## config.mk

```make
export PLATFORM = sky130hd
export DESIGN_NAME = multu_seq_rc
export DESIGN_NICKNAME = d
export VERILOG_FILES = /design/src/rtl/multu_seq_rc.sv
export SDC_FILE = /design/constraint.sdc
export NUM_CORES = 1
export LEC_CHECK = 0
export ABC_AREA = 1
export ABC_CLOCK_PERIOD_IN_PS = 12300
export BUFFER_PORTS_ARGS = -buffer_cell sky130_fd_sc_hd__buf_2
export CAP_MARGIN = 20
export CORE_UTILIZATION = 55
export CTS_CLUSTER_DIAMETER = 120
export DETAILED_ROUTE_END_ITERATION = 16
export GPL_ROUTABILITY_DRIVEN = 0
export MAX_ROUTING_LAYER = met4
export PLACE_DENSITY = 0.8
export SYNTH_ARGS = -nofsm -noshare
export SYNTH_HDL_FRONTEND = slang
export SYNTH_SLANG_ARGS = --single-unit
```

## constraint.sdc

```tcl
create_clock -name clk -period 12.3 [get_ports clk]
set_clock_uncertainty 0.15 [all_clocks]
set_input_delay 1.23 -clock clk [delete_from_list [all_inputs] [get_ports clk]]
set_output_delay 1.23 -clock clk [all_outputs]
set_load 0.01 [all_outputs]
```

## src/rtl/multu_seq_rc.sv

```systemverilog
// Sequential shift-add unsigned multiplier with a mod-3 residue self-check,
// an optional single recompute on mismatch and a saturating mismatch counter.
module multu_seq_rc #(
  parameter int unsigned W     = 4,
  parameter int unsigned RETRY = 1
) (
  input  logic             clk,
  input  logic             rst,
  input  logic             in_valid,
  output logic             in_ready,
  input  logic [W-1:0]     a,
  input  logic [W-1:0]     b,
  input  logic             fi_en,
  output logic             out_valid,
  input  logic             out_ready,
  output logic [2*W-1:0]   p,
  output logic             err,
  output logic [7:0]       err_cnt
);

  localparam int unsigned CntW = $clog2(W);

  typedef enum logic [1:0] {StIdle, StCalc, StCheck, StDone} state_e;

  state_e            state_q, state_d;
  logic [W-1:0]      a_q, a_d, b_q, b_d;
  logic [1:0]        res_a_q, res_a_d, res_b_q, res_b_d;
  logic [2*W-1:0]    acc_q, acc_d;
  logic [CntW-1:0]   cnt_q, cnt_d;
  logic              attempt_q, attempt_d;
  logic              err_q, err_d;
  logic [7:0]        err_cnt_q, err_cnt_d;

  logic [2*W-1:0]    partial;
  logic [1:0]        acc_mod, exp_mod;
  logic              mismatch;

  assign partial  = {{W{1'b0}}, a_q} << cnt_q;
  assign acc_mod  = 2'(32'(acc_q) % 32'd3);
  assign exp_mod  = 2'((32'(res_a_q) * 32'(res_b_q)) % 32'd3);
  assign mismatch = (acc_mod != exp_mod);

  always_comb begin
    state_d   = state_q;
    a_d       = a_q;
    b_d       = b_q;
    res_a_d   = res_a_q;
    res_b_d   = res_b_q;
    acc_d     = acc_q;
    cnt_d     = cnt_q;
    attempt_d = attempt_q;
    err_d     = err_q;
    err_cnt_d = err_cnt_q;
    unique case (state_q)
      StIdle: begin
        if (in_valid) begin
          a_d       = a;
          b_d       = b;
          res_a_d   = 2'(32'(a) % 32'd3);
          res_b_d   = 2'(32'(b) % 32'd3);
          acc_d     = '0;
          cnt_d     = '0;
          attempt_d = 1'b0;
          state_d   = StCalc;
        end
      end
      StCalc: begin
        // Fault strobe flips bit 0 after this edge's partial-product add.
        acc_d = (b_q[cnt_q] ? acc_q + partial : acc_q) ^ {{(2*W-1){1'b0}}, fi_en};
        cnt_d = cnt_q + CntW'(1);
        if (cnt_q == CntW'(W - 1)) begin
          state_d = StCheck;
        end
      end
      StCheck: begin
        if (!mismatch) begin
          err_d   = 1'b0;
          state_d = StDone;
        end else begin
          if (err_cnt_q != 8'hff) begin
            err_cnt_d = err_cnt_q + 8'd1;
          end
          if ((RETRY != 0) && !attempt_q) begin
            attempt_d = 1'b1;
            acc_d     = '0;
            cnt_d     = '0;
            state_d   = StCalc;
          end else begin
            err_d   = 1'b1;
            state_d = StDone;
          end
        end
      end
      StDone: begin
        if (out_ready) begin
          state_d = StIdle;
        end
      end
      default: state_d = StIdle;
    endcase
  end

  always_ff @(posedge clk or posedge rst) begin
    if (rst) begin
      state_q   <= StIdle;
      a_q       <= '0;
      b_q       <= '0;
      res_a_q   <= '0;
      res_b_q   <= '0;
      acc_q     <= '0;
      cnt_q     <= '0;
      attempt_q <= 1'b0;
      err_q     <= 1'b0;
      err_cnt_q <= '0;
    end else begin
      state_q   <= state_d;
      a_q       <= a_d;
      b_q       <= b_d;
      res_a_q   <= res_a_d;
      res_b_q   <= res_b_d;
      acc_q     <= acc_d;
      cnt_q     <= cnt_d;
      attempt_q <= attempt_d;
      err_q     <= err_d;
      err_cnt_q <= err_cnt_d;
    end
  end

  assign in_ready  = (state_q == StIdle);
  assign out_valid = (state_q == StDone);
  assign p         = acc_q;
  assign err       = err_q;
  assign err_cnt   = err_cnt_q;

endmodule

```

==> out/metrics.cfg <==
[status]
outcome=finished, final reports clean

[worst_setup_path]
critPathKind=flip-flop to flip-flop
crit_top_cell=nand3_2
start_kind=flip-flop
slowest_stage=dfrtp_1
critPathCaptureType=flip-flop
crit_arrival_ps=4590
r2r_start=p[6]
crit_path_max_fanout=15
worstPathRequired_ps=12330
r2r_end=err_cnt[6]
reg2regPathDepth=29
regToRegSetupSlack_ps=7740
slowest_delay_ps=480

[cts]
h-tree-depth=2
numCtsBuffers=5
clk_latency_ps=280
cts-root-buf=clkbuf_8
clock_sinks=34
cts_hold_buf=0
clockBufferDepth=2
post_cts_buffers=0
tritoncts=yes
cts_resized=0
clk_pin_slew_ps=70

[timing]
period_needed_ps=4560
drv_slew=0
final_hold_viol_count=0
max-slew-margin-rel=0.701
grt_setup_unrepaired=no
fmax_mhz=219
tightest_slew_ps=448
min_period_over_period=0.371
setup_ws_ps=7740
setup_viol=0
setup_tns_ps=0

[finish]
final_cell_area_um2=3380
nets=488
finish.utilization=0.645
drive_above_1_share=0.199
area_growth_pct=10.5
antennaDiodeCount=0

[floorplanning]
die_x_um=76.6
die_height_um=76.6
io_pins=32
start_util=0.584
fp.coreArea_um2=5240
num_rows=26
dieArea_um2=5860

[yosys]
avgSynthCellArea_um2=7.37
yosysSeqAreaShare=0.278
synth_cells=415
synth_nets=456
synthDistinctLibCells=43
synthTopCellsByArea=dfrtp_1 28%, nand2_1 12%, ha_1 11%, inv_1 7.6%, nand3_2 5.2%
synth_edf_count=0
yosysTopAreaCellShare=0.278
yosysTopAreaCell=dfrtp_1
ys_ff_latch=34
syn_area_um2=3060
synthFlopType=dfrtp_1
synthArstFlopShare=1.00
ys.warnings.count=0

[grt]
grt_pass1_wl_mm=11.2
grt_overflow=0
grt_use_total=0.238
grt_max_degree=35
grt_pass1_vias=2640
grt_antenna_before_repair=0

[power]
worst_ir_drop_vdd_mv=0.110
pwr-share-clk=0.114
power_frac_comb=0.645
p_leak_nw=1.83
power_switching_share=0.515
power.switching_mw=0.441
power_density_nw_per_um2=253
p_total_mw=0.856
power.share.sequential=0.242
p_int_mw=0.415

[job]
maxCapViolCount=0

[drt]
drt_iter0_markers=124
drcViolationCount=0
ant_nets=0
routedWlPerCell_um=11.7
avgViaCountPerCell=5.24
wl_mm=6.07
drt_first_pass_iters=4
vias=2712

[placement]
pre_cts_ws_ps=7780
placed_area_um2=3270
dp_hpwl_mm=4.76
io_buffers=31

[min_path]
hold_class=flip-flop to flip-flop
holdPathStages=2
worstHoldEndpoint=b_q[1]
min_from=b_q[1]

## routing by layer
| metal | share of wire | track usage | wire length [um] |
|---|---|---|---|
| met3 | 0.022 | 0.0335 | 135 |
| met1 | 0.48 | 0.293 | 2890 |
| met4 | 0.011 | 0.0827 | 67 |
| met5 | 0 | - | 0 |
| met2 | 0.49 | 0.401 | 2990 |
## cells in the mapped netlist (2+ instances only)
cell type / n
a21oi_1: 11
buf_6: 2
clkbuf_1: 4
dfrtp_1: 34
fa_1: 2
ha_1: 26
inv_1: 62
inv_2: 2
mux2i_1: 2
nand2_1: 98
nand2_2: 12
nand3_1: 20
nand3_2: 16
nand3_4: 2
nand3b_1: 4
nand4_1: 10
nor2_1: 30
nor2_2: 2
nor2_4: 3
o211ai_1: 2
o21ai_0: 20
o21ai_1: 9
o21ai_2: 7
o31ai_1: 3
xnor2_1: 5
xor2_1: 10
## power by group through the flow
stage	Sequential, mW	Combinational, mW	Clock [mW]
after floorplan	0.199	0.450	0
after global placement	0.206	0.523	0
after detailed placement	0.208	0.546	0
after CTS	0.206	0.553	0.100
after global routing	0.215	0.633	0.104
final	0.207	0.552	0.0973
## worst max-delay path: cells and delay by family, from the launching register on
kind / cells / cell delay, ps
buffers and inverters: 4 / 270
XOR/XNOR: 1 / 220
AO/OA/AOI/OAI: 2 / 240
adder cells (fa/ha/maj): 3 / 650
AND/OR/NAND/NOR: 19 / 2410
flip-flops: 1 / 480
## cell usage in the layout (no fill, tap or decap), types with 4 or more instances in the layout
master    synthesis  routed
o21ai_0          20      20
nand4_1          10      10
buf_2             1      31
xor2_1           10      10
nand2_1          98      98
nand3_1          20      20
nand2_2          12      12
nand3b_1          4       4
o21ai_2           7       7
xnor2_1           5       5
inv_1            62      62
nor2_1           30      30
nand3_2          16      16
dfrtp_1          34      34
o21ai_1           9       9
ha_1             26      26
clkbuf_8          0       8
a21oi_1          11      11
## final cells by class
type	instances	area, um^2
multi-input combinational	307	1910
clock buffer	8	110
fill	449	1860
inverter	66	249
sequential	34	851
tap	70	87.6
timing repair buffer	33	170
## state kept, by name, indices dropped and copies added (netlist names)
signal,count
a_q,4
attempt_q,1
b_q,4
cnt_q,2
err,1
err_cnt,8
p,8
res_a_q,2
res_b_q,2
state_q,2
## stage by stage
| stage | instances | hold slack (ps) |
|---|---|---|
| global route | 518 | 373 |
| CTS | 518 | 356 |
| floorplan | 415 | 292 |
| global placement | 510 | 313 |
| finish | 518 | 356 |
| detailed placement | 510 | 337 |
## worst max path at each step
stage,start,end,slack (ps),depth (start not counted)
final,p[6],err_cnt[6],7740,29
after CTS,p[6],err_cnt[6],7730,28
after detailed placement,p[6],err_cnt[6],7780,28
after global routing,p[6],p[2],7280,29
after global placement,p[6],err_cnt[0],8000,27
after floorplan,p[6],err_cnt[2],8140,32
## logic make-up after synthesis
kind of cell,share of synthesized area
and+or+nand+nor,0.332
buffers and inverters,0.0966
AOI/OAI and AO/OA,0.121
DFF,0.278
adders and majority gates,0.120
xor gates and xnor gates,0.0430
muxes,0.0102
No activity file was read; power rests on OpenSTA's default activity.
